===== src/rtl/gat_pkg.sv =====
// Shared GAT accelerator types and constants used by the BRAM-facing blocks.
// Latency: n/a (declarations only).
// Backpressure: n/a.
package gat_pkg;

    // Readout sequencing states shared by the GAT stream stages.
    typedef enum logic [1:0] {
        IDLE  = 2'd0,
        RUN   = 2'd1,
        DRAIN = 2'd2,
        DONE  = 2'd3
    } gat_state_t;

    // Output features packed into one 32-bit stream word.
    localparam int BYTES_PER_WORD = 4;

    // Entry index to BRAM byte address: every entry occupies one 32-bit slot.
    localparam int BYTE_ADDR_SHIFT = 2;

endpackage


===== src/rtl/gat_feat_reader_if.sv =====
// Bundles the feature-BRAM read port and the packed output stream of the reader.
// Latency: n/a (wiring only).
// Backpressure: stream uses m_tvalid/m_tready; the BRAM port has none.
interface gat_feat_reader_if
    import gat_pkg::*;
#(
    parameter int ADDR_W = 18
);

    logic [ADDR_W-1:0]             feat_bram_addrb;
    logic [31:0]                   feat_bram_dout;
    logic [BYTES_PER_WORD*8-1:0]   m_tdata;
    logic                          m_tvalid;
    logic                          m_tready;
    logic                          m_tlast;

    // Reader side: drives the BRAM address and the stream.
    modport master (
        output feat_bram_addrb,
        input  feat_bram_dout,
        output m_tdata,
        output m_tvalid,
        output m_tlast,
        input  m_tready
    );

    // Environment side: BRAM model and stream consumer.
    modport slave (
        input  feat_bram_addrb,
        output feat_bram_dout,
        input  m_tdata,
        input  m_tvalid,
        input  m_tlast,
        output m_tready
    );

endinterface


===== src/rtl/gat_sync_fifo.sv =====
// Generic synchronous FIFO with show-ahead read data and an occupancy count.
// Latency: a write is visible on rd_dat the cycle after it is accepted.
// Backpressure: writes while full and reads while empty are ignored; callers gate with count/empty.
module gat_sync_fifo #(
    parameter int WIDTH = 8,
    parameter int DEPTH = 8
) (
    input  logic                     clk,
    input  logic                     rst,
    input  logic                     wr_en,
    input  logic [WIDTH-1:0]         wr_dat,
    input  logic                     rd_en,
    output logic [WIDTH-1:0]         rd_dat,
    output logic [$clog2(DEPTH):0]   count,
    output logic                     empty
);

    localparam int PTR_W = $clog2(DEPTH);
    localparam int CNT_W = PTR_W + 1;
    localparam logic [CNT_W-1:0] FULL_CNT = CNT_W'(DEPTH);

    logic [WIDTH-1:0] mem [DEPTH];
    logic [PTR_W-1:0] wr_ptr;
    logic [PTR_W-1:0] rd_ptr;
    logic             full;
    logic             wr_ok;
    logic             rd_ok;

    assign full   = (count == FULL_CNT);
    assign empty  = (count == '0);
    assign wr_ok  = wr_en && !full;
    assign rd_ok  = rd_en && !empty;
    assign rd_dat = mem[rd_ptr];

    // Pointer and occupancy tracking; a simultaneous push and pop keeps the count.
    always_ff @(posedge clk) begin
        if (rst) begin
            wr_ptr <= '0;
            rd_ptr <= '0;
            count  <= '0;
        end else begin
            if (wr_ok) begin
                wr_ptr <= wr_ptr + PTR_W'(1);
            end
            if (rd_ok) begin
                rd_ptr <= rd_ptr + PTR_W'(1);
            end
            case ({wr_ok, rd_ok})
                2'b10:   count <= count + CNT_W'(1);
                2'b01:   count <= count - CNT_W'(1);
                default: count <= count;
            endcase
        end
    end

    // Storage array; contents need no reset because count guards every read.
    always_ff @(posedge clk) begin
        if (wr_ok) begin
            mem[wr_ptr] <= wr_dat;
        end
    end

endmodule


===== src/rtl/gat_feat_reader.sv =====
// Sweeps the new-feature BRAM after inference and packs 8-bit features four per 32-bit stream word.
// Latency: first word valid RD_LATENCY+6 cycles after start; steady state one byte per cycle.
// Backpressure: m_tready low holds the word and stops popping; reads stop once FIFO credits run out.
module gat_feat_reader
    import gat_pkg::*;
#(
    parameter int DATA_WIDTH         = 8,
    parameter int NUM_SUBGRAPHS      = 2708,
    parameter int NUM_FEATURE_OUT    = 16,
    parameter int NEW_FEATURE_DEPTH  = NUM_SUBGRAPHS * NUM_FEATURE_OUT,
    parameter int NEW_FEATURE_ADDR_W = $clog2(NEW_FEATURE_DEPTH),
    parameter int RD_LATENCY         = 2,
    parameter int FIFO_DEPTH         = 8
) (
    input  logic                  clk,
    input  logic                  rst,
    input  logic                  start,
    output logic                  busy,
    output logic                  done,
    output logic [31:0]           word_count,
    gat_feat_reader_if.master     bus
);

    localparam int IDX_W  = NEW_FEATURE_ADDR_W;
    localparam int ADDR_W = IDX_W + BYTE_ADDR_SHIFT;
    localparam int CNT_W  = $clog2(FIFO_DEPTH) + 1;
    localparam int WORD_W = BYTES_PER_WORD * DATA_WIDTH;
    localparam int SLOT_W = $clog2(BYTES_PER_WORD) + 1;

    localparam logic [IDX_W-1:0]  LAST_IDX   = IDX_W'(NEW_FEATURE_DEPTH - 1);
    localparam logic [CNT_W:0]    CREDIT_LIM = (CNT_W + 1)'(FIFO_DEPTH);
    localparam logic [SLOT_W-1:0] FULL_SLOTS = SLOT_W'(BYTES_PER_WORD);

    // ------------------------------------------------------------------
    // Control / FSM
    // ------------------------------------------------------------------
    gat_state_t state_q;
    gat_state_t state_d;
    logic       start_ok;

    // ------------------------------------------------------------------
    // Read issue and in-flight tracking
    // ------------------------------------------------------------------
    logic [IDX_W-1:0]      rd_idx_q;
    logic [ADDR_W-1:0]     addr_q;
    logic [RD_LATENCY-1:0] infl_q;
    logic [CNT_W-1:0]      infl_cnt;
    logic [CNT_W-1:0]      fifo_cnt;
    logic                  credit_ok;
    logic                  issue;
    logic                  push;

    // ------------------------------------------------------------------
    // Byte FIFO and packer
    // ------------------------------------------------------------------
    logic [DATA_WIDTH-1:0] fifo_rd_dat;
    logic                  fifo_empty;
    logic                  hs;
    logic                  pop;
    logic [WORD_W-1:0]     pack_q;
    logic [WORD_W-1:0]     pack_d;
    logic [SLOT_W-1:0]     fill_q;
    logic [SLOT_W-1:0]     fill_d;
    logic                  tvalid_q;
    logic                  tvalid_d;
    logic                  tlast_q;
    logic                  tlast_d;
    logic [IDX_W-1:0]      pk_idx_q;
    logic [IDX_W-1:0]      pk_idx_d;

    // Only the low feature byte of each BRAM word carries data.
    logic unused_dout_hi;
    assign unused_dout_hi = ^bus.feat_bram_dout[31:DATA_WIDTH];

    assign start_ok = (state_q == IDLE) && start;

    // FSM state register.
    always_ff @(posedge clk) begin
        if (rst) begin
            state_q <= IDLE;
        end else begin
            state_q <= state_d;
        end
    end

    // FSM next state and status outputs.
    always_comb begin
        state_d = state_q;
        busy    = 1'b0;
        done    = 1'b0;
        case (state_q)
            IDLE: begin
                if (start) begin
                    state_d = RUN;
                end
            end
            RUN: begin
                busy = 1'b1;
                if (issue && (rd_idx_q == LAST_IDX)) begin
                    state_d = DRAIN;
                end
            end
            DRAIN: begin
                busy = 1'b1;
                if (hs && tlast_q) begin
                    state_d = DONE;
                end
            end
            DONE: begin
                done    = 1'b1;
                state_d = IDLE;
            end
            default: begin
                state_d = IDLE;
            end
        endcase
    end

    // Count reads still in the BRAM pipeline so they hold FIFO space in reserve.
    always_comb begin
        infl_cnt = '0;
        for (int i = 0; i < RD_LATENCY; i++) begin
            infl_cnt = infl_cnt + CNT_W'(infl_q[i]);
        end
    end

    // A read is only issued when its byte is guaranteed a FIFO slot on arrival.
    assign credit_ok = ({1'b0, fifo_cnt} + {1'b0, infl_cnt}) < CREDIT_LIM;
    assign issue     = (state_q == RUN) && credit_ok;
    assign push      = infl_q[RD_LATENCY-1];

    // Read index, held BRAM address and the in-flight valid shift register.
    always_ff @(posedge clk) begin
        if (rst) begin
            rd_idx_q <= '0;
            addr_q   <= '0;
            infl_q   <= '0;
        end else begin
            infl_q <= RD_LATENCY'({infl_q, issue});
            if (start_ok) begin
                rd_idx_q <= '0;
            end else if (issue) begin
                addr_q   <= {rd_idx_q, {BYTE_ADDR_SHIFT{1'b0}}};
                rd_idx_q <= rd_idx_q + IDX_W'(1);
            end
        end
    end

    assign bus.feat_bram_addrb = addr_q;

    gat_sync_fifo #(
        .WIDTH (DATA_WIDTH),
        .DEPTH (FIFO_DEPTH)
    ) u_byte_fifo (
        .clk    (clk),
        .rst    (rst),
        .wr_en  (push),
        .wr_dat (bus.feat_bram_dout[DATA_WIDTH-1:0]),
        .rd_en  (pop),
        .rd_dat (fifo_rd_dat),
        .count  (fifo_cnt),
        .empty  (fifo_empty)
    );

    // A held word blocks popping; a handshake frees the packer in the same cycle.
    assign hs  = tvalid_q && bus.m_tready;
    assign pop = (!tvalid_q || hs) && !fifo_empty;

    // Packer next state: clear on handshake, then drop the popped byte into the next lane.
    always_comb begin
        pack_d   = pack_q;
        fill_d   = fill_q;
        tvalid_d = tvalid_q;
        tlast_d  = tlast_q;
        pk_idx_d = pk_idx_q;
        if (hs) begin
            pack_d   = '0;
            fill_d   = '0;
            tvalid_d = 1'b0;
            tlast_d  = 1'b0;
        end
        if (pop) begin
            pack_d[DATA_WIDTH*int'(fill_d[SLOT_W-2:0]) +: DATA_WIDTH] = fifo_rd_dat;
            fill_d   = fill_d + SLOT_W'(1);
            pk_idx_d = pk_idx_q + IDX_W'(1);
            if ((fill_d == FULL_SLOTS) || (pk_idx_q == LAST_IDX)) begin
                tvalid_d = 1'b1;
                tlast_d  = (pk_idx_q == LAST_IDX);
            end
        end
    end

    // Packer registers; a new readout starts from an empty word.
    always_ff @(posedge clk) begin
        if (rst || start_ok) begin
            pack_q   <= '0;
            fill_q   <= '0;
            tvalid_q <= 1'b0;
            tlast_q  <= 1'b0;
            pk_idx_q <= '0;
        end else begin
            pack_q   <= pack_d;
            fill_q   <= fill_d;
            tvalid_q <= tvalid_d;
            tlast_q  <= tlast_d;
            pk_idx_q <= pk_idx_d;
        end
    end

    assign bus.m_tdata  = pack_q;
    assign bus.m_tvalid = tvalid_q;
    assign bus.m_tlast  = tlast_q;

    // Handshaked-word counter; holds after DONE until the next accepted start.
    always_ff @(posedge clk) begin
        if (rst || start_ok) begin
            word_count <= '0;
        end else if (hs) begin
            word_count <= word_count + 32'd1;
        end
    end

endmodule

===== src/flat_wrapper.sv =====
// flat-port wrapper written by rule: the top's interface ports become plain ports
module gat_feat_reader_flat import gat_pkg::*;
#(
    parameter int DATA_WIDTH         = 8,
    parameter int NUM_SUBGRAPHS      = 2708,
    parameter int NUM_FEATURE_OUT    = 16,
    parameter int NEW_FEATURE_DEPTH  = NUM_SUBGRAPHS * NUM_FEATURE_OUT,
    parameter int NEW_FEATURE_ADDR_W = $clog2(NEW_FEATURE_DEPTH),
    parameter int RD_LATENCY         = 2,
    parameter int FIFO_DEPTH         = 8
)
  (clk, rst, start, busy, done, word_count, bus_feat_bram_addrb, bus_feat_bram_dout, bus_m_tdata, bus_m_tvalid, bus_m_tlast, bus_m_tready);
  gat_feat_reader_if bus_i ();
  input  logic clk;
  input  logic rst;
  input  logic start;
  output logic busy;
  output logic done;
  output logic [31:0] word_count;
  output wire logic [$bits(bus_i.feat_bram_addrb)-1:0] bus_feat_bram_addrb;
  input wire logic [$bits(bus_i.feat_bram_dout)-1:0] bus_feat_bram_dout;
  output wire logic [$bits(bus_i.m_tdata)-1:0] bus_m_tdata;
  output wire logic [$bits(bus_i.m_tvalid)-1:0] bus_m_tvalid;
  output wire logic [$bits(bus_i.m_tlast)-1:0] bus_m_tlast;
  input wire logic [$bits(bus_i.m_tready)-1:0] bus_m_tready;
  assign bus_feat_bram_addrb = bus_i.feat_bram_addrb;
  assign bus_i.feat_bram_dout = bus_feat_bram_dout;
  assign bus_m_tdata = bus_i.m_tdata;
  assign bus_m_tvalid = bus_i.m_tvalid;
  assign bus_m_tlast = bus_i.m_tlast;
  assign bus_i.m_tready = bus_m_tready;
  gat_feat_reader #(.DATA_WIDTH(DATA_WIDTH), .NUM_SUBGRAPHS(NUM_SUBGRAPHS), .NUM_FEATURE_OUT(NUM_FEATURE_OUT), .NEW_FEATURE_DEPTH(NEW_FEATURE_DEPTH), .NEW_FEATURE_ADDR_W(NEW_FEATURE_ADDR_W), .RD_LATENCY(RD_LATENCY), .FIFO_DEPTH(FIFO_DEPTH)) u_core (.clk(clk), .rst(rst), .start(start), .busy(busy), .done(done), .word_count(word_count), .bus(bus_i));
endmodule

===== config.mk =====
export PLATFORM = sky130hd
export DESIGN_NAME = gat_feat_reader_flat
export DESIGN_NICKNAME = d
export VERILOG_FILES = /design/src/rtl/gat_pkg.sv /design/src/rtl/gat_feat_reader_if.sv /design/src/rtl/gat_sync_fifo.sv /design/src/rtl/gat_feat_reader.sv /design/src/flat_wrapper.sv
export SDC_FILE = /design/constraint.sdc
export NUM_CORES = 1
export LEC_CHECK = 0
export ABC_AREA = 1
export ABC_CLOCK_PERIOD_IN_PS = 2740
export CORE_ASPECT_RATIO = 1.2
export CORE_MARGIN = 2
export CORE_UTILIZATION = 57
export CTS_BUF_LIST = sky130_fd_sc_hd__clkbuf_8
export CTS_CLUSTER_SIZE = 30
export DETAILED_ROUTE_END_ITERATION = 10
export PLACE_DENSITY = 0.82
export SETUP_SLACK_MARGIN = 0.2
export SYNTH_ARGS = -nofsm -noshare
export SYNTH_HDL_FRONTEND = slang
export SYNTH_HIERARCHICAL = 1
export SYNTH_SLANG_ARGS = --single-unit

===== constraint.sdc =====
create_clock -name clk -period 2.74 [get_ports clk]
set_clock_uncertainty 0.1 [all_clocks]
set_input_delay 0.411 -clock clk [delete_from_list [all_inputs] [get_ports clk]]
set_output_delay 0.411 -clock clk [all_outputs]
set_load 0.02 [all_outputs]

==> key figures <==
Synthesis
  – Synth top cells by count: nand2_1, nor2_1, dfxtp_1, a21oi_1, inv_1
  – Yosys top cell area share: 30.01%
  – Seq/Total Area, Yosys: 51.51%
  – Number of synthesized flops with an enable pin: 64
  – Post-synth top area cell: dfxtp_1
  – Mapped Area: 0.008939 mm²
  – Number of unique standard cell types used by synthesis: 44
  – Seq cells post-synth: 198
  – Avg Cell Area, Syn: 8.246 µm²
  – Gate Count Post-Synth: 1,084
  – Asr flop ratio synth: 0%
  – Most common cell in the netlist: nand2_1
  – Ys Warns: 6
  – Top cells by area, synth: dfxtp_1, edfxtp_1, nand2_1
  – Ys flop type: dfxtp_1

Clocking
  – # H-tree levels: 4
  – Num CTS Buffers: 17
  – Clock tree buffer depth: 2
  – Clock Root Buffer: clkbuf_8
  – Hold buffer count at CTS: 0
  – CTS tree: built
  – Clk_lat worst skew: 0.49 ns
  – Reg clk slew, reported paths: 0.11 ns
  – Clock Sinks: 198

Floorplan
  – Initial Util: 57.85%
  – Core Area: 0.01545 mm²
  – Die span in x: 118.3 µm
  – DIE AREA: 0.01670 mm²
  – Die Ht: 141.2 µm
  – Rows: 50
  – I/O pin count: 122

Worst setup path
  – Crit. End Element: flip-flop
  – Critical path arrival: 2.53 ns
  – Setup Crit Path Kind: reg2reg
  – Startpoint class of the critical path: flip-flop
  – Crit-path max FO: 6
  – FF-to-FF setup slack: 0.50 ns
  – Worst r2r path cells: 16
  – Crit path required time: 3.04 ns

Routing
  – Vias/cell: 5.333
  – Iteration count of the initial detailed-routing pass: 5
  – Routed length per instance: 13.62 µm
  – Drt first-iter violations: 561
  – DRT antenna net count: 0
  – Remaining DRCs: 0
  – WL final: 19,170 µm
  – Vias: 7,503

Outcome
  – Status: completed

Flow run
  – Max-cap violations: 0

STA
  – Final hold violations: 0
  – Final period util: 81.58%
  – Relative max-transition margin: 64.11%
  – Final setup viols: 0
  – Tmin final: 2.235 ns
  – Max Slew Vio Count: 0
  – RSZ-0062 raised after global routing: false
  – Slew @ Worst Pin: 0.5371 ns
  – Final setup margin: 0.5047 ns
  – Fmax: 0.4474 GHz
  – Setup TNS: 0 ns

Placed design
  – DPL Wire Length: 13,480 µm
  – GPL Wtd Cong: 0.8446
  – Number of port buffers: 95
  – Setup WS pre-CTS: 0.1100 ns

Final layout
  – Synth-to-layout area growth: 18.02%
  – Multi-input gate area: 0.003762 mm²
  – Share of cells above drive strength 1: 8.257%
  – Fin nets: 1,243
  – N_diodes: 0
  – Filler cell count: 1,252
  – Seq. cell area: 0.004606 mm²

Pwr
  – VDD IR max: 0.5403 mV
  – PD cells: 674.1 mW/mm²
  – NetSw: 0.002576 W
  – Int Pwr: 0.004535 W
  – Sw Share: 36.23%
  – Share of total power in combinational logic: 27.6%
  – Clk network pwr share: 26.5%
  – Reg power frac: 45.9%
  – Lkg Pwr: 3.748 nW

GRT
  – Routing usage on met1: 28.48%
  – Met3 usage: 4.693%
  – Layer with the highest usage: met2
  – Vias in the first global route: 6,809
  – Largest net degree at the start of global routing: 42
  – GRT met2 Usage: 40.68%
  – GRT Util Overall: 23.37%
  – Overflow after GRT: 0
  – First-pass GRT wire length: 31,610 µm
  – Initial antenna violation count: 0

Min path
  – Hold path depth: 2
  – Hold/Removal Path Class: reg2reg
through the flow:
step	instances	hold slack (ns)	area, µm²	total power (W)	util (%)
2_1_floorplan	1085	0.3074	8942	0.004751	-
3_3_place_gp	1375	0.3200	10120	0.005227	65.51
5_1_grt	1407	0.3705	10550	0.007516	68.27
4_1_cts	1407	0.3339	10550	0.007138	68.24
6_report	1407	0.3287	10550	0.007111	68.27
3_5_place_dp	1375	0.3217	10120	0.005272	65.51
layout make-up:
class | count | area share [%]
flip-flops and latches | 198 | 43.66
inverters | 91 | 3.238
well taps | 208 | 2.467
repair buffers | 122 | 10.96
multi-input cells | 756 | 35.67
clock inverters | 15 | 1.791
clock buffers | 17 | 2.218
cell usage in the layout (no fill, tap or decap), types with 27 or more instances in the layout:
cell             instances
a21oi_1                 95
o21ai_0                 53
clkdlybuf4s50_1         94
buf_4                   27
dfxtp_1                133
nand2_1                220
inv_1                   83
nor2_1                 147
edfxtp_1                64
nand3_1                 78
path summary, 6_finish.rpt:
check / startpoint / endpoint
worst max register to register: u_core/u_byte_fifo/count[2] / u_core/u_byte_fifo/count[2]
worst max-delay path: u_core/u_byte_fifo/count[2] / u_core/u_byte_fifo/count[2]
worst min-delay path: u_core/infl_q[0] / u_core/infl_q[1]
worst min register to register: u_core/infl_q[0] / u_core/infl_q[1]
per-layer routing:
layer | part of all wire [%] | vias up
met5 | 0 | -
met4 | 1.8 | 0
met3 | 5.5 | 26
met2 | 51 | 209
met1 | 42 | 3460
li1 | - | 3808
power by group through the flow:
| stage | logic (W) | registers [W] | clock network (W) |
|---|---|---|---|
| after detailed placement | 0.00194 | 0.00333 | 0 |
| final | 0.00196 | 0.00326 | 0.00189 |
| after floorplan | 0.00138 | 0.00337 | 0 |
| after global routing | 0.00220 | 0.00328 | 0.00204 |
| after CTS | 0.00195 | 0.00326 | 0.00192 |
| after global placement | 0.00190 | 0.00333 | 0 |
cell families (layout without fill, tap and decap cells):
family,after synthesis,count (layout),share of synthesized area [%]
AND/OR/NAND/NOR,526,526,26.27
flip-flops,198,198,51.51
AO/OA/AOI/OAI,191,191,11.11
buffers and inverters,131,245,6.439
adder cells (fa/ha/maj),21,21,2.940
XOR/XNOR,8,8,0.7839
multiplexers,8,8,0.8959
other,1,2,0.04195
state kept, by name, summed over array words and instances (netlist names), 3 cells and up, named ones only:
signal                      count
u_core/u_byte_fifo/rd_ptr       3
u_core/u_byte_fifo/wr_ptr       3
u_core/rd_idx_q                16
u_core/word_count              32
u_core/bus.m_tdata             32
u_core/bus.feat_bram_addrb     16
u_core/u_byte_fifo/mem         64
u_core/pk_idx_q                16
u_core/u_byte_fifo/count        4
u_core/fill_q                   3
critical path, cell delays in order, from the launching register on:
cell,delay [ns]
dfxtp_1,0.35
inv_1,0.14
nand3_2,0.11
inv_1,0.08
inv_1,0.05
nand2_2,0.07
inv_2,0.04
nand2_2,0.12
inv_2,0.06
ha_1,0.22
nor2_1,0.14
nor2_2,0.07
ha_1,0.18
a21oi_1,0.16
xnor2_1,0.09
o21ai_1,0.12
inv_1,0.04
repair_timing:
| item | 4_1_cts | 5_1_grt |
|---|---|---|
| setup endpoints to repair | 0 | 2 |
| gates resized for setup | 0 | 2 |
| setup buffers | 0 | 0 |
No activity file was read; power rests on OpenSTA's default activity.
